**config.mk**
```make
export PLATFORM = sky130hd
export DESIGN_NAME = fphub_add_pipe_flat
export DESIGN_NICKNAME = d
export VERILOG_FILES = /design/src/rtl/fphub_pkg.sv /design/src/rtl/fphub_add_pipe_if.sv /design/src/rtl/FPHUB_adder.sv /design/src/rtl/fphub_pipe_stage.sv /design/src/rtl/fphub_add_pipe.sv /design/src/flat_wrapper.sv
export SDC_FILE = /design/constraint.sdc
export NUM_CORES = 1
export LEC_CHECK = 0
export ABC_CLOCK_PERIOD_IN_PS = 1800
export CORE_ASPECT_RATIO = 1.2
export CORE_MARGIN = 2
export CORE_UTILIZATION = 51
export CTS_CLUSTER_SIZE = 24
export DETAILED_ROUTE_END_ITERATION = 7
export GPL_ROUTABILITY_DRIVEN = 0
export PLACE_DENSITY = 0.87
export SETUP_SLACK_MARGIN = 0.05
export SYNTH_ARGS = -nofsm -noshare
export SYNTH_HDL_FRONTEND = slang
export SYNTH_SLANG_ARGS = --single-unit
```
**constraint.sdc**
```tcl
create_clock -name clk_i -period 1.8 [get_ports clk_i]
set_input_delay 0.27 -clock clk_i [delete_from_list [all_inputs] [get_ports clk_i]]
set_output_delay 0.27 -clock clk_i [all_outputs]
set_load 0.05 [all_outputs]
```
**src/rtl/fphub_pkg.sv**
```systemverilog
// Shared types and helpers for the HUB floating-point adder slice.
// Latency: n/a (types, constants and pure functions only).
// Backpressure: n/a.
package fphub_pkg;

  // Operand formats understood by the unit.
  typedef enum logic [2:0] {
    FP32    = 3'd0,
    FP64    = 3'd1,
    FP16    = 3'd2,
    FP8     = 3'd3,
    FP16ALT = 3'd4
  } fp_format_e;

  // Operation group encoding; only ADD is executed by this unit.
  typedef enum logic [3:0] {
    FMADD, FNMSUB, ADD, MUL, DIV, SQRT, SGNJ, MINMAX,
    CMP, CLASSIFY, F2F, F2I, I2F, CPKAB, CPKCD
  } operation_e;

  // Exception flags, NV in the MSB.
  typedef struct packed {
    logic NV;
    logic DZ;
    logic OF;
    logic UF;
    logic NX;
  } status_t;

  // Stage payload in the default FP16 / 4-bit-tag configuration.
  typedef struct packed {
    logic [15:0] result;
    status_t     status;
    logic [3:0]  tag;
  } fphub_stage_t;

  function automatic int exp_bits(input fp_format_e fmt);
    case (fmt)
      FP32:    return 8;
      FP64:    return 11;
      FP16:    return 5;
      FP8:     return 5;
      FP16ALT: return 8;
      default: return 5;
    endcase
  endfunction

  function automatic int man_bits(input fp_format_e fmt);
    case (fmt)
      FP32:    return 23;
      FP64:    return 52;
      FP16:    return 10;
      FP8:     return 2;
      FP16ALT: return 7;
      default: return 10;
    endcase
  endfunction

  // Canonical quiet NaN: sign 0, exponent all ones, mantissa MSB set.
  function automatic logic [63:0] canon_nan(input int e, input int m);
    logic [63:0] emask;
    emask = ((64'd1 << e) - 64'd1) << m;
    return emask | (64'd1 << (m - 1));
  endfunction

  // Helpers take the operand zero-extended to 64 bits plus its field widths.
  function automatic logic exp_ones(input logic [63:0] v, input int e, input int m);
    logic [63:0] emask;
    emask = ((64'd1 << e) - 64'd1) << m;
    return (v & emask) == emask;
  endfunction

  function automatic logic is_inf(input logic [63:0] v, input int e, input int m);
    return exp_ones(v, e, m) && ((v & ((64'd1 << m) - 64'd1)) == 64'd0);
  endfunction

  function automatic logic is_nan(input logic [63:0] v, input int e, input int m);
    return exp_ones(v, e, m) && ((v & ((64'd1 << m) - 64'd1)) != 64'd0);
  endfunction

endpackage

```
**src/rtl/fphub_add_pipe_if.sv**
```systemverilog
// Operation/result bundle of the pipelined HUB adder.
// Latency: n/a (wires only).
// Backpressure: in_valid_i/in_ready_o upstream, out_valid_o/out_ready_i downstream.
// Ports: operands/op/op_mod/tag/flush and both handshakes; slave = the adder.
interface fphub_add_pipe_if
  import fphub_pkg::*;
#(
  parameter int WIDTH    = 16,
  parameter int TagWidth = 4
) ();

  logic [2:0][WIDTH-1:0] operands_i;
  operation_e            op_i;
  logic                  op_mod_i;
  logic [TagWidth-1:0]   tag_i;
  logic                  in_valid_i;
  logic                  in_ready_o;
  logic                  flush_i;
  logic [WIDTH-1:0]      result_o;
  status_t               status_o;
  logic [TagWidth-1:0]   tag_o;
  logic                  out_valid_o;
  logic                  out_ready_i;
  logic                  busy_o;

  modport master (
    output operands_i, op_i, op_mod_i, tag_i, in_valid_i, flush_i, out_ready_i,
    input  in_ready_o, result_o, status_o, tag_o, out_valid_o, busy_o
  );

  modport slave (
    input  operands_i, op_i, op_mod_i, tag_i, in_valid_i, flush_i, out_ready_i,
    output in_ready_o, result_o, status_o, tag_o, out_valid_o, busy_o
  );

endinterface

```
**src/rtl/FPHUB_adder.sv**
```systemverilog
// Combinational HUB floating-point adder core (X + Y -> Z, round-to-nearest by truncation).
// Latency: 0 cycles, purely combinational.
// Backpressure: none; Z follows X/Y whenever start is high, 0 otherwise.
// Ports: start, X, Y (1+E+M bits each), Z. Exponent 0 is treated as zero (no subnormals).
module FPHUB_adder #(
  parameter int E = 5,
  parameter int M = 10
) (
  input  logic         start,
  input  logic [E+M:0] X,
  input  logic [E+M:0] Y,
  output logic [E+M:0] Z
);

  // carry + hidden one + M fraction bits + implicit HUB LSB
  localparam int W = M + 3;

  logic         swap;
  logic [E+M:0] a, b;
  logic [E-1:0] ea, eb, d;
  logic [W-1:0] ma, mb, mbs, sum, norm;
  logic         unused_norm;
  int           p, er;

  // Order operands by magnitude so the subtraction never goes negative.
  assign swap = Y[E+M-1:0] > X[E+M-1:0];
  assign a    = swap ? Y : X;
  assign b    = swap ? X : Y;
  assign ea   = a[E+M-1:M];
  assign eb   = b[E+M-1:M];

  // HUB significands carry an always-one bit below the stored LSB.
  assign ma  = (ea == '0) ? '0 : {2'b01, a[M-1:0], 1'b1};
  assign mb  = (eb == '0) ? '0 : {2'b01, b[M-1:0], 1'b1};
  assign d   = ea - eb;
  assign mbs = (32'(d) >= 32'(W)) ? '0 : (mb >> d);
  assign sum = (a[E+M] ^ b[E+M]) ? (ma - mbs) : (ma + mbs);

  always_comb begin
    p    = -1;
    norm = '0;
    er   = 0;
    Z    = '0;
    for (int i = 0; i < W; i++) begin
      if (sum[i]) p = i;
    end
    if (p >= 0) begin
      norm = sum << (W - 1 - p);
      er   = int'(ea) + p - (W - 2);
      if (er >= (1 << E) - 1) begin
        Z = {a[E+M], {E{1'b1}}, {M{1'b0}}};
      end else if (er <= 0) begin
        Z = {a[E+M], {(E+M){1'b0}}};
      end else begin
        // Truncation drops the position of the new implicit HUB bit.
        Z = {a[E+M], E'(er), norm[W-2 -: M]};
      end
    end
    if (!start) Z = '0;
  end

  // Leading one and the bits below the kept fraction are implied, not stored.
  assign unused_norm = ^{norm[W-1], norm[W-M-2:0]};

endmodule

```
**src/rtl/fphub_pipe_stage.sv**
```systemverilog
// One elastic register slice: valid + payload, ready chained from downstream.
// Latency: 1 cycle.
// Backpressure: up_rdy = !valid || dn_rdy (combinational pass-through, no skid).
// Ports: clk_i, rst_ni, flush_i, up_vld/up_dat/up_rdy, dn_vld/dn_dat/dn_rdy.
module fphub_pipe_stage
  import fphub_pkg::*;
#(
  parameter type data_t = fphub_stage_t
) (
  input  logic  clk_i,
  input  logic  rst_ni,
  input  logic  flush_i,
  input  logic  up_vld,
  input  data_t up_dat,
  output logic  up_rdy,
  output logic  dn_vld,
  output data_t dn_dat,
  input  logic  dn_rdy
);

  logic  vld_q;
  data_t dat_q;

  assign up_rdy = !vld_q || dn_rdy;
  assign dn_vld = vld_q;
  assign dn_dat = dat_q;

  always_ff @(posedge clk_i or negedge rst_ni) begin
    if (!rst_ni) begin
      vld_q <= 1'b0;
      dat_q <= '0;
    end else begin
      // Flush wins over any load; payload is left as-is.
      if (flush_i) begin
        vld_q <= 1'b0;
      end else if (up_rdy) begin
        vld_q <= up_vld;
      end
      if (up_vld && up_rdy && !flush_i) begin
        dat_q <= up_dat;
      end
    end
  end

endmodule

```
**src/rtl/fphub_add_pipe.sv**
```systemverilog
// Pipelined HUB FP adder/subtractor with special-value handling, tag passthrough and flush.
// Latency: NumPipeRegs cycles (legal 1..8), one operation per cycle throughput.
// Backpressure: in_ready_o is combinational from out_ready_i through the stage chain; no skid.
// Ports: clk_i, rst_ni (async, active-low), bus (fphub_add_pipe_if.slave).
// Build option: define FPHUB_ADD_STATUS_EN to register computed NV/OF/NX flags;
// otherwise status_o is constant zero and no status flops exist.
module fphub_add_pipe
  import fphub_pkg::*;
#(
  parameter fp_format_e FpFormat    = FP16,
  parameter int         E           = exp_bits(FpFormat),
  parameter int         M           = man_bits(FpFormat),
  parameter int         WIDTH       = 1 + E + M,
  parameter int         NumPipeRegs = 2,
  parameter int         TagWidth    = 4
) (
  input logic             clk_i,
  input logic             rst_ni,
  fphub_add_pipe_if.slave bus
);

`ifdef FPHUB_ADD_STATUS_EN
  typedef struct packed {
    logic [WIDTH-1:0]    result;
    status_t             status;
    logic [TagWidth-1:0] tag;
  } stage_t;
`else
  typedef struct packed {
    logic [WIDTH-1:0]    result;
    logic [TagWidth-1:0] tag;
  } stage_t;
`endif

  localparam logic [WIDTH-1:0] CanonNan = WIDTH'(canon_nan(E, M));

  // ---------------- stage 0: sign flip, core, specials ----------------
  logic [WIDTH-1:0] x, y, z, res;
  logic             x_nan, y_nan, x_inf, y_inf;
  logic             nv, of;
  logic             unused_op0;
  stage_t           s0;

  assign x = bus.operands_i[1];
  assign y = {bus.operands_i[2][WIDTH-1] ^ bus.op_mod_i, bus.operands_i[2][WIDTH-2:0]};
  assign unused_op0 = ^bus.operands_i[0];

  FPHUB_adder #(.E(E), .M(M)) u_core (
    .start (1'b1),
    .X     (x),
    .Y     (y),
    .Z     (z)
  );

  assign x_nan = is_nan(64'(x), E, M);
  assign y_nan = is_nan(64'(y), E, M);
  assign x_inf = is_inf(64'(x), E, M);
  assign y_inf = is_inf(64'(y), E, M);

  always_comb begin
    res = z;
    nv  = 1'b0;
    of  = 1'b0;
    if (x_nan || y_nan) begin
      res = CanonNan;
    end else if (x_inf && y_inf && (x[WIDTH-1] != y[WIDTH-1])) begin
      res = CanonNan;
      nv  = 1'b1;
    end else if (x_inf) begin
      res = x;
    end else if (y_inf) begin
      res = y;
    end else if (bus.op_i != ADD) begin
      res = CanonNan;
      nv  = 1'b1;
    end else begin
      // Both finite: an all-ones exponent can only come from overflow.
      of = &z[WIDTH-2:M];
    end
  end

  always_comb begin
    s0        = '0;
    s0.result = res;
    s0.tag    = bus.tag_i;
`ifdef FPHUB_ADD_STATUS_EN
    s0.status.NV = nv;
    s0.status.OF = of;
    s0.status.NX = of;
`endif
  end

`ifndef FPHUB_ADD_STATUS_EN
  logic unused_flags;
  assign unused_flags = nv ^ of;
`endif

  // ---------------- stages 1..NumPipeRegs ----------------
  // Index k of vld/dat is the output of stage k; rdy[k] is the ready seen by stage k.
  logic [NumPipeRegs:0] vld;
  logic [NumPipeRegs:0] rdy;
  stage_t               dat [NumPipeRegs+1];

  assign vld[0]           = bus.in_valid_i;
  assign dat[0]           = s0;
  assign rdy[NumPipeRegs] = bus.out_ready_i;

  for (genvar k = 0; k < NumPipeRegs; k++) begin : g_stage
    fphub_pipe_stage #(.data_t(stage_t)) u_stage (
      .clk_i   (clk_i),
      .rst_ni  (rst_ni),
      .flush_i (bus.flush_i),
      .up_vld  (vld[k]),
      .up_dat  (dat[k]),
      .up_rdy  (rdy[k]),
      .dn_vld  (vld[k+1]),
      .dn_dat  (dat[k+1]),
      .dn_rdy  (rdy[k+1])
    );
  end

  assign bus.in_ready_o  = rdy[0];
  assign bus.out_valid_o = vld[NumPipeRegs];
  assign bus.result_o    = dat[NumPipeRegs].result;
  assign bus.tag_o       = dat[NumPipeRegs].tag;
  assign bus.busy_o      = |vld[NumPipeRegs:1];
`ifdef FPHUB_ADD_STATUS_EN
  assign bus.status_o    = dat[NumPipeRegs].status;
`else
  assign bus.status_o    = '0;
`endif

endmodule

```
**src/flat_wrapper.sv**
```systemverilog
// flat-port wrapper written by rule: the top's interface ports become plain ports
module fphub_add_pipe_flat import fphub_pkg::*;
#(
  parameter fp_format_e FpFormat    = FP16,
  parameter int         E           = exp_bits(FpFormat),
  parameter int         M           = man_bits(FpFormat),
  parameter int         WIDTH       = 1 + E + M,
  parameter int         NumPipeRegs = 2,
  parameter int         TagWidth    = 4
)
  (clk_i, rst_ni, bus_operands_i, bus_op_i, bus_op_mod_i, bus_tag_i, bus_in_valid_i, bus_flush_i, bus_out_ready_i, bus_in_ready_o, bus_result_o, bus_status_o, bus_tag_o, bus_out_valid_o, bus_busy_o);
  fphub_add_pipe_if #(.WIDTH(WIDTH), .TagWidth(TagWidth)) bus_i ();
  input logic clk_i;
  input logic rst_ni;
  input wire logic [$bits(bus_i.operands_i)-1:0] bus_operands_i;
  input wire logic [$bits(bus_i.op_i)-1:0] bus_op_i;
  input wire logic [$bits(bus_i.op_mod_i)-1:0] bus_op_mod_i;
  input wire logic [$bits(bus_i.tag_i)-1:0] bus_tag_i;
  input wire logic [$bits(bus_i.in_valid_i)-1:0] bus_in_valid_i;
  input wire logic [$bits(bus_i.flush_i)-1:0] bus_flush_i;
  input wire logic [$bits(bus_i.out_ready_i)-1:0] bus_out_ready_i;
  output wire logic [$bits(bus_i.in_ready_o)-1:0] bus_in_ready_o;
  output wire logic [$bits(bus_i.result_o)-1:0] bus_result_o;
  output wire logic [$bits(bus_i.status_o)-1:0] bus_status_o;
  output wire logic [$bits(bus_i.tag_o)-1:0] bus_tag_o;
  output wire logic [$bits(bus_i.out_valid_o)-1:0] bus_out_valid_o;
  output wire logic [$bits(bus_i.busy_o)-1:0] bus_busy_o;
  assign bus_i.operands_i = bus_operands_i;
  assign bus_i.op_i = bus_op_i;
  assign bus_i.op_mod_i = bus_op_mod_i;
  assign bus_i.tag_i = bus_tag_i;
  assign bus_i.in_valid_i = bus_in_valid_i;
  assign bus_i.flush_i = bus_flush_i;
  assign bus_i.out_ready_i = bus_out_ready_i;
  assign bus_in_ready_o = bus_i.in_ready_o;
  assign bus_result_o = bus_i.result_o;
  assign bus_status_o = bus_i.status_o;
  assign bus_tag_o = bus_i.tag_o;
  assign bus_out_valid_o = bus_i.out_valid_o;
  assign bus_busy_o = bus_i.busy_o;
  fphub_add_pipe #(.FpFormat(FpFormat), .E(E), .M(M), .WIDTH(WIDTH), .NumPipeRegs(NumPipeRegs), .TagWidth(TagWidth)) u_core (.clk_i(clk_i), .rst_ni(rst_ni), .bus(bus_i));
endmodule
```
==> results.yml, run 1 <==
floorplanning:
  die_h_um: 120
  initial_core_util_pct: 51.9
  num_io_pins: 90
  dieWidth_um: 101
  num_rows: 42
placement:
  port-buffer-count: 68
  place_hpwl_um: 16500
  place_ws_ns: -7.70
synthesis:
  ys_seq_area_share_pct: 18.4
  ys_warn_count: 0
  synth_edf_count: 0
  syn_avg_cell_area_um2: 8.01
  netlist.area_leader.share_pct: 18.4
  synth_flop_cell: "dfrtp_1"
  synth_cell_type_count: 81
  ys_seq_elements: 42
  ys_async_sr_fraction_pct: 100
  syn_area_mm2: 0.00570
  yosysTopAreaCell: "dfrtp_1"
  synth_area_leaders: "dfrtp_1 18%, ha_1 11%, nand2_1 5.2%"
  synthCells: 712
clocking:
  cts_buffers: 5
  clockBufferDepth: 2
  cts.sinks: 42
  clock_tree.root_cell: "clkbuf_16"
  h-tree-depth: 2
  cts_hold_buf: 0
global_routing:
  grt_overflow: 113
  track_usage_pct: 72.6
  grt_max_degree: 39
timing:
  worst_endpoint_kind: "register data pin"
  worst_endpoint: "u_core.g_stage[0].u_stage.dn_dat[6]$_DFFE_PN0P_/D"
status:
  status: "did not finish"
  tool.error: "[ERROR GRT-0232] Routing congestion too high. Check the congestion heatmap in the GUI."
  flow.stopped_at: "5_1_grt"
[Yosys cell counts, types with 8 or more instances]
| cell type | instances |
|---|---|
| mux2_2 | 24 |
| nor3_1 | 14 |
| nand2b_1 | 8 |
| or2_2 | 8 |
| nand4_1 | 12 |
| o21ai_0 | 32 |
| mux4_2 | 13 |
| a21o_1 | 10 |
| xnor2_1 | 20 |
| nand2_1 | 79 |
| a21oi_1 | 51 |
| inv_1 | 43 |
| nor2_1 | 64 |
| clkbuf_1 | 18 |
| nand3_1 | 19 |
| ha_1 | 48 |
| nor4_1 | 8 |
| xor2_1 | 8 |
| dfrtp_1 | 42 |
| buf_4 | 27 |
| nor2b_1 | 11 |
| mux2i_1 | 21 |
[per-stage QoR]
stage | TNS, ns | hold WS (ns) | cell area [um^2] | instances | util, %
after floorplan | -101.76 | -0.0256 | 5930 | 716 | -
after global placement | -110.88 | 0.385 | 8260 | 1113 | 75.2
after detailed placement | -118.40 | 0.394 | 8260 | 1113 | 75.2
after CTS | -97.32 | 0.0901 | 8920 | 1137 | 81.2
[cell families after synthesis]
kind of cell / share of synthesized area [%]
AOI/OAI and AO/OA: 20.3
buffers and inverters: 8.30
xor gates and xnor gates: 4.30
adders and majority gates: 11.6
and+or+nand+nor: 23.2
other: 0.0658
DFF: 18.4
muxes: 13.8
[layer usage]
layer  overflow  track usage, %
met3          1            55.9
met4         40            77.3
met1          3            69.5
met2         68            91.4
met5          1            12.7
[repair_timing]
action	4_1_cts
resized for setup	244
setup endpoints to repair	20
pin swaps	76
buffers inserted	18
==> inputs of run 2 (changes only) <==
Settings changed: ABC_CLOCK_PERIOD_IN_PS 1800 to 2300, CORE_ASPECT_RATIO 1.2 to default, CORE_UTILIZATION 51 to 40, CTS_CLUSTER_SIZE 24 to default, PLACE_DENSITY 0.87 to default, PLACE_DENSITY_LB_ADDON from default to 0.15, SETUP_SLACK_MARGIN 0.05 to default.
Clock period 1.8 ns to 2.3 ns, I/O delays scaled along.
==> run 2 against run 1 <==
The flow now finishes, with violations (negative setup slack). Area after synthesis unchanged. Synthesized cell count unchanged.
==> results.yml, run 2 <==
routing:
  drt-vias-per-instance: 5.51
  post-route-drc-count: 0
  drtIter0Drc: 349
  dr.pass1.iters: 5
  routed_wl_um: 19400
  antenna_left: 0
  wl_per_cell_um: 16.1
  vias: 6633
critical_path:
  endpoint_kind: "register"
  cp_num_buf_inv: 12
  start_kind: "primary input"
  crit_family: "simple AND/OR/NAND/NOR gates"
  crit_top_cell: "buf_4"
  critPathLaunch: "bus_operands_i[40]"
  endpoint: "u_core.g_stage[0].u_stage.dn_dat[8]$_DFFE_PN0P_"
  cp.depth: 44
  r2r_start: "u_core.g_stage[1].u_stage.dn_vld$_DFFE_PN0P_"
  worstPathArrival_ns: 8.52
  crit_slowest_cell: "or4_4"
  r2r-end: "u_core.g_stage[0].u_stage.dn_dat[6]$_DFFE_PN0P_"
  rr_worst_depth: 9
  slowest_delay_ns: 0.50
  cp_max_fo: 7
  critPathRequiredTime_ns: 2.47
  critPathKind: "in2reg"
  r2r_setup_slack_ns: 0.32
synthesis:
  synth_common_cells: "79 x nand2_1, 64 x nor2_1, 51 x a21oi_1"
  syn_avg_cell_area_um2: 8.01
  syn_area_mm2: 0.00570
  synth_area_leaders: "dfrtp_1 18%, ha_1 11%, nand2_1 5.2%"
  netlist.area_leader.share_pct: 18.4
  ys_seq_elements: 42
  ys_async_sr_fraction_pct: 100
  ys_warn_count: 0
  yosysTopAreaCell: "dfrtp_1"
  synth_cell_type_count: 81
  synth_edf_count: 0
  synthCells: 712
  ys_seq_area_share_pct: 18.4
  yosysMostFrequentCell: "nand2_1"
  synth_flop_cell: "dfrtp_1"
finish:
  layout-drive-gt1-share_pct: 50.7
  multi_input_area_mm2: 0.00499
  antenna_cells: 0
  final_common_cell: "buf_4"
  largest_register_ff_count: 40
  ff_latch_area_mm2: 0.00105
  area_growth_pct: 66.0
  nFillCells: 1105
  layout_common_cells: "272 x buf_4, 74 x nand2_1, 55 x nor2_1"
  num-nets-final: 1137
power_and_ir_drop:
  p_switching_uw: 6680
  p_leak_uw: 0.00429
  p_comb_share_pct: 89.3
  p_total_uw: 15200
  power.density_mw_per_mm2: 1600
  power_frac_seq_pct: 5.4
  peakVddDrop_v: 0.00114
  p_int_uw: 8480
  clockPowerShare_pct: 5.3
  swShare_pct: 44.0
clocking:
  clock_tree.root_cell: "clkbuf_16"
  clockBufferDepth: 2
  cts_tree: "built"
  cts.sinks: 42
  cts.reportedPaths.clkPinSlew_ns: 0.06
  h-tree-depth: 2
  clock_latency_ns: 0.28
  cts_buffers: 5
global_routing:
  grt_pass1_wl_um: 31400
  grt_antenna_before_repair: 0
  grt_max_degree: 43
  track_usage_pct: 25.5
  grt_overflow: 0
  grt_pass1_vias: 6709
timing:
  fin_ws_ns: -6.05
  maxSlewHeadroom_pct: 40.7
  hold_viol: 0
  finalCritPeriodShare_pct: 363
  tightest_slew_ns: 0.890
  fin_skew_ns: 0.00539
  fmax_ghz: 0.120
  finalCriticalPeriod_ns: 8.35
  setup-tns-final_ns: -91.72
  report.final.slew_viol_count: 0
  rsz0062_at_grt: "yes"
  setup_viol: 16
hold_path:
  hp-class: "in2async"
status:
  violations: "negative setup slack"
  status: "finished with violations"
floorplanning:
  num_io_pins: 90
  dieWidth_um: 123
  dieArea_mm2: 0.0152
  initial_core_util_pct: 41.1
  core_mm2: 0.0139
  die_h_um: 123
  num_rows: 43
placement:
  port-buffer-count: 68
  place_hpwl_um: 14800
job:
  cap_violations: 0
-- run 2: metrics by stage --
step	setup slack [ns]	hold WS [ns]	std cells	utilization [%]	cell area, um^2
after floorplan	-6.41	0.0494	716	-	5920
after global placement	-6.80	0.452	1155	59.8	8300
after detailed placement	-7.05	0.464	1155	59.8	8300
after CTS	-5.76	0.222	1194	65.7	9130
after global routing	-6.35	0.277	1204	68.2	9460
final	-6.05	0.186	1204	68.2	9460
-- run 2: worst min path at each step --
| stage | start | end |
|---|---|---|
| 3_3_place_gp | u_core.g_stage[0].u_stage.dn_dat[1]$_DFFE_PN0P_ | u_core.g_stage[0].u_stage.dn_dat[1]$_DFFE_PN0P_ |
| 3_5_place_dp | u_core.g_stage[0].u_stage.dn_dat[0]$_DFFE_PN0P_ | u_core.g_stage[0].u_stage.dn_dat[0]$_DFFE_PN0P_ |
| 2_1_floorplan | rst_ni | u_core.g_stage[0].u_stage.dn_dat[0]$_DFFE_PN0P_ |
| 5_1_grt | rst_ni | u_core.g_stage[1].u_stage.dn_dat[18]$_DFFE_PN0P_ |
| 4_1_cts | rst_ni | u_core.g_stage[1].u_stage.dn_dat[18]$_DFFE_PN0P_ |
| 6_report | rst_ni | u_core.g_stage[1].u_stage.dn_dat[14]$_DFFE_PN0P_ |
-- run 2: cell families (layout without fill, tap and decap cells) --
kind of cell | count (synthesis) | count (layout) | share of synthesized area (%)
AO/OA/AOI/OAI | 171 | 171 | 20.3
XOR/XNOR | 28 | 28 | 4.30
adder cells (fa/ha/maj) | 51 | 51 | 11.6
buffers and inverters | 96 | 404 | 8.30
flip-flops | 42 | 42 | 18.4
multiplexers | 59 | 59 | 13.8
other | 1 | 5 | 0.0658
AND/OR/NAND/NOR | 264 | 264 | 23.2
-- run 2: per-layer routing --
metal / track usage, % / up-vias / part of all wire, %
met1: 29.9 / 3170 / 41
met2: 47.7 / 223 / 52
li1: - / 3190 / -
met5: 0 / - / 0
met3: 2.03 / 50 / 4.3
met4: 9.73 / 0 / 3.1
-- run 2: power by group through the flow --
stage | Clock (uW) | Combinational, uW | Sequential [uW]
after floorplan | 0 | 6430 | 831
after global placement | 0 | 10900 | 832
after detailed placement | 0 | 11200 | 837
after CTS | 810 | 12500 | 823
after global routing | 840 | 14500 | 829
final | 799 | 13500 | 823
-- run 2: repair_timing --
item	CTS	global route
hold buffers	0	0
setup buffers	35	11
pin swaps	74	40
endpoints found under the setup margin	16	16
resized for setup	237	57
-- run 2: cell type report --
cell class                 instances  share of cell area, %
multi-input combinational        578                   52.8
timing repair buffer             352                   29.9
sequential                        42                   11.1
tap                              180                   2.38
inverter                          45                   2.08
clock buffer                       6                   1.47
clock inverter                     1                  0.317
(Power assumes the default switching activity.)
==> inputs of run 3 (changes only) <==
Settings changed: CORE_UTILIZATION 40 to 50.
==> run 3 against run 2 <==
The flow finishes with violations (design-rule violations, negative setup slack). Cell area rose by 3.9%. Highest routed layer unchanged. Clock power increased by 19%. Flip-flop and latch count is the same. Combinational power up 21%. Setup slack worse by 0.81 ns.
==> results.yml, run 3 (synthesized netlist as in run 2, its figures left out) <==
routing:
  vias: 8237
  drt-vias-per-instance: 6.94
  dr.pass1.iters: 8
  post-route-drc-count: 27
  drtIter0Drc: 1232
  wl_per_cell_um: 25.2
  routed_wl_um: 30000
  antenna_left: 0
clocking:
  cts_buffers: 5
  clockBufferDepth: 2
  cts.sinks: 42
  cts_tree: "built"
  h-tree-depth: 2
  cts_hold_buf: 0
  cts.reportedPaths.clkPinSlew_ns: 0.06
  clock_latency_ns: 0.29
  clock_tree.root_cell: "clkbuf_16"
power_and_ir_drop:
  power.density_mw_per_mm2: 1840
  p_total_uw: 18100
  peakVddDrop_v: 0.00167
  p_leak_uw: 0.00447
critical_path:
  critPathRequiredTime_ns: 2.50
  crit_slowest_cell: "or4_4"
  rr_worst_depth: 9
  critPathKind: "in2reg"
  critPathLaunch: "bus_operands_i[23]"
  r2r_setup_slack_ns: 0.17
  endpoint: "u_core.g_stage[0].u_stage.dn_dat[13]$_DFFE_PN0P_"
  endpoint_kind: "register"
  slowest_delay_ns: 0.53
  r2r_start: "u_core.g_stage[1].u_stage.dn_vld$_DFFE_PN0P_"
  start_kind: "primary input"
  worstPathArrival_ns: 9.36
  crit_top_cell: "ha_4"
  cp_max_fo: 6
  r2r-end: "u_core.g_stage[0].u_stage.dn_dat[7]$_DFFE_PN0P_"
global_routing:
  grt_antenna_before_repair: 0
  track_usage_pct: 33.9
  grtUsageMet2_pct: 63.6
  busiest_layer: "met2"
  grt_max_degree: 43
  use_met3_pct: 4.21
  grt_pass1_vias: 7473
  met1_usage_pct: 35.7
  grt_overflow: 0
  grt_pass1_wl_um: 34900
finish:
  num-nets-final: 1159
  area_growth_pct: 72.4
  antenna_cells: 0
  multi_input_area_mm2: 0.00514
  largest_register_ff_count: 40
  final_common_cell: "buf_4"
  instances_no_fill: 1187
  layout-drive-gt1-share_pct: 53.7
  ff_latch_area_mm2: 0.00105
  layout_common_cells: "289 x buf_4, 73 x nand2_1, 52 x nor2_1"
  nFillCells: 428
floorplanning:
  initial_core_util_pct: 51.9
  core_mm2: 0.0110
  num_rows: 38
  dieWidth_um: 111
  num_io_pins: 90
  die_h_um: 111
  dieArea_mm2: 0.0123
timing:
  fmax_ghz: 0.109
  fin_skew_ns: 0.00683
  holdWs_ns: 0.182
  fin_ws_ns: -6.86
  rsz0062_at_grt: "yes"
  tightest_slew_ns: 0.908
  maxSlewHeadroom_pct: 39.5
  finalCriticalPeriod_ns: 9.16
  hold_viol: 0
  setup_viol: 16
  report.final.slew_viol_count: 0
  finalCritPeriodShare_pct: 398
job:
  cap_violations: 0
placement:
  place_hpwl_um: 14700
  dp_cells: 1110
  port-buffer-count: 68
status:
  violations: "design-rule violations, negative setup slack"
  status: "finished with violations"
hold_path:
  hp-class: "in2async"
## run 3: changes by cell type in the layout (fill, tap and decap cells not counted), sizes merged
cell	before	now
buf	316	338
bufinv	1	2
## run 3: worst min-delay path by stage
stage	slack, ns	cells past startpoint	startpoint	end
2_1_floorplan	0.05	0	rst_ni	u_core.g_stage[0].u_stage.dn_dat[0]$_DFFE_PN0P_
3_3_place_gp	0.45	2	u_core.g_stage[0].u_stage.dn_dat[1]$_DFFE_PN0P_	u_core.g_stage[0].u_stage.dn_dat[1]$_DFFE_PN0P_
3_5_place_dp	0.48	2	u_core.g_stage[0].u_stage.dn_dat[5]$_DFFE_PN0P_	u_core.g_stage[0].u_stage.dn_dat[5]$_DFFE_PN0P_
4_1_cts	0.21	1	rst_ni	u_core.g_stage[0].u_stage.dn_dat[2]$_DFFE_PN0P_
5_1_grt	0.27	1	rst_ni	u_core.g_stage[1].u_stage.dn_dat[16]$_DFFE_PN0P_
6_report	0.18	1	rst_ni	u_core.g_stage[1].u_stage.dn_dat[15]$_DFFE_PN0P_
## run 3: through the flow
stage,worst slack (ns),area [um^2],TNS (ns),utilization (%)
3_3_place_gp,-6.72,8200,-102.05,74.6
2_1_floorplan,-6.41,5920,-94.96,-
4_1_cts,-5.78,9250,-88.07,84.2
6_report,-6.86,9830,-104.14,89.5
5_1_grt,-7.31,9830,-110.02,89.5
3_5_place_dp,-7.04,8200,-106.38,74.6
## run 3: power breakdown
group | internal, uW | switching [uW]
Combinational | 8030 | 8280
Clock | 652 | 302
Sequential | 794 | 38.1
## run 3: worst max-delay path: cells and delay by family
| kind | cells | cell delay [ns] |
|---|---|---|
| mux | 1 | 0.26 |
| compound gates | 14 | 2.96 |
| buf+inv | 7 | 0.74 |
| fa+ha+maj | 7 | 2.15 |
| xor+xnor | 2 | 0.39 |
| simple gates | 12 | 2.48 |
## run 3: layout make-up
class                      count  area share, %
clock buffer                   6           1.41
clock inverter                 2          0.611
inverter                      45           2.05
multi-input combinational    578           52.4
sequential                    42           10.7
tap                          140           1.78
timing repair buffer         374           31.1
## run 3: what timing repair did
item                                    4_1_cts  5_1_grt
hold endpoints to repair                      0        0
setup buffers                                55       21
cloned                                        0        0
resized for setup                           255       94
pin swaps                                    62       63
endpoints found under the setup margin       16       16
## run 3: routing by layer
metal | vias up | routed length (um)
met5 | - | 0
met4 | 0 | 3230
met3 | 359 | 3280
met2 | 878 | 13700
met1 | 3766 | 9800
li1 | 3234 | -
==> inputs of run 4 (changes only) <==
Settings changed: CORE_MARGIN 2 to default.
==> run 4 against run 3 <==
The run ends with negative setup slack left. Fmax up 4.0%. Die area is 3.6% lower. Cell area shrank 5.2%. Flip-flop and latch count stayed put. Clock power down 17%. Clock-buffer cell count is the same. Hold slack got worse by 0.0063 ns. Global-route usage is 1.4 points higher. Register-to-register slack gained 0.05 ns. Critical endpoint is now u_core.g_stage[0].u_stage.dn_dat[11]$_DFFE_PN0P_. Power down 14%.
==> results.yml, run 4 (synthesized netlist as in run 2, its figures left out) <==
status:
  status: "finished with violations"
  violations: "negative setup slack"
power_and_ir_drop:
  p_leak_uw: 0.00426
  power.density_mw_per_mm2: 1670
  peakVddDrop_v: 0.00134
finish:
  ff_latch_area_mm2: 0.00105
  nFillCells: 577
  num-nets-final: 1138
  layout_common_cells: "276 x buf_4, 75 x nand2_1, 56 x nor2_1"
  area_growth_pct: 63.3
  final_common_cell: "buf_4"
  antenna_cells: 0
  multi_input_area_mm2: 0.00493
  layout-drive-gt1-share_pct: 49.8
  largest_register_ff_count: 40
job:
  cap_violations: 0
routing:
  wl_met2_um: 11500
  post-route-drc-count: 0
  drt-vias-per-instance: 6.41
  topRoutingLayerUsed: "met4"
  drtIter0Drc: 726
  dr.pass1.iters: 8
  routed_wl_um: 23500
  antenna_left: 0
  wl_met1_um: 8010
  met3_length_um: 1950
  wl_per_cell_um: 20.2
  vias: 7473
timing:
  fmax_ghz: 0.114
  finalCriticalPeriod_ns: 8.81
  rsz0062_at_grt: "yes"
  hold_viol: 0
  report.final.slew_viol_count: 0
  setup_viol: 16
  setup-tns-final_ns: -98.28
  finalCritPeriodShare_pct: 383
  tightest_slew_ns: 0.878
  fin_skew_ns: 0.00301
  maxSlewHeadroom_pct: 41.4
  fin_ws_ns: -6.51
clocking:
  clock_tree.root_cell: "clkbuf_16"
  clockBufferDepth: 2
  h-tree-depth: 2
  clock_latency_ns: 0.29
  cts_tree: "built"
  cts.reportedPaths.clkPinSlew_ns: 0.06
  cts.sinks: 42
  cts_buffers: 5
global_routing:
  track_usage_pct: 35.3
  grt_overflow: 0
  grt_max_degree: 43
  grt_antenna_before_repair: 0
  grt_pass1_vias: 7092
  grt_pass1_wl_um: 33100
floorplanning:
  initial_core_util_pct: 51.9
  die_h_um: 109
  dieArea_mm2: 0.0118
  num_rows: 38
  core_mm2: 0.0110
  num_io_pins: 90
  dieWidth_um: 109
placement:
  place_hpwl_um: 14600
  port-buffer-count: 68
  place_ws_ns: -7.02
hold_path:
  hp-class: "in2async"
critical_path:
  r2r_start: "u_core.g_stage[1].u_stage.dn_vld$_DFFE_PN0P_"
  cp_num_buf_inv: 12
  slowest_delay_ns: 0.51
  r2r_setup_slack_ns: 0.22
  crit_family: "compound AO/OA/AOI/OAI gates"
  critPathKind: "in2reg"
  critPathRequiredTime_ns: 2.51
  crit_slowest_cell: "mux4_2"
  rr_worst_depth: 9
  cp.depth: 45
  cp_max_fo: 9
  worstPathArrival_ns: 9.02
  r2r-end: "u_core.g_stage[0].u_stage.dn_dat[11]$_DFFE_PN0P_"
  endpoint_kind: "register"
  start_kind: "primary input"
  crit_top_cell: "buf_4"
-- run 4: cell count changes in the layout (fill, tap and decap cells not counted), sizes merged --
cell,delta
buf,-21
bufinv,-1
clkinvlp,+1
-- run 4: layout make-up --
cell class	count	share of cell area (%)
Timing Repair Buffer	353	30.1
Inverter	45	2.06
Tap cell	140	1.88
Sequential cell	42	11.3
Clock inverter	2	0.403
Clock buffer	6	1.38
Multi-Input combinational cell	578	52.9
-- run 4: through the flow --
stage               hold slack [ns]  total power (uW)  cells  instance area, um^2  utilization (%)
finish                        0.175             15600   1166                 9310             84.8
floorplan                    0.0494              7270    716                 5920                -
CTS                           0.201             13700   1150                 8910             81.2
global route                  0.254             16300   1166                 9310             84.8
detailed placement            0.466             12000   1108                 8180             74.5
global placement              0.452             11600   1108                 8180             74.5
-- run 4: power by group --
| part | switching [uW] | internal, uW | leakage (uW) | total (uW) |
|---|---|---|---|---|
| registers | 29.1 | 794 | 0.000513 | 824 |
| clock network | 279 | 512 | 0.0000771 | 790 |
| logic | 6890 | 7070 | 0.00367 | 14000 |
| total | 7190 | 8380 | 0.00426 | 15600 |
-- run 4: worst max path at each step --
stage	from	to	slack [ns]
finish	bus_operands_i[26]	u_core.g_stage[0].u_stage.dn_dat[11]$_DFFE_PN0P_	-6.51
global route	bus_operands_i[30]	u_core.g_stage[0].u_stage.dn_dat[11]$_DFFE_PN0P_	-6.77
CTS	bus_operands_i[26]	u_core.g_stage[0].u_stage.dn_dat[12]$_DFFE_PN0P_	-5.97
detailed placement	bus_operands_i[28]	u_core.g_stage[0].u_stage.dn_dat[6]$_DFFE_PN0P_	-7.02
global placement	bus_operands_i[29]	u_core.g_stage[0].u_stage.dn_dat[6]$_DFFE_PN0P_	-6.78
floorplan	bus_operands_i[26]	u_core.g_stage[0].u_stage.dn_dat[6]$_DFFE_PN0P_	-6.41
-- run 4: worst reg2reg max path: stages (launching register included) --
cell	delay, ns
dfrtp_1	0.38
nor2b_1	0.16
nand2_1	0.09
and3b_1	0.20
nand3_1	0.19
or2_4	0.29
nor4b_4	0.24
buf_4	0.19
nand3_1	0.13
nand3_1	0.13
-- run 4: metal layers --
layer	global-route usage (%)	up-vias
li1	-	3208
met1	38.4	3477
met2	64.6	566
met3	4.60	222
met4	21.9	0
met5	0	-
-- run 4: timing repair --
item,in CTS,in global routing
pin swaps,78,62
hold buffers,0,0
gates resized for setup,216,61
setup buffers,35,16
setup endpoints to repair,16,16
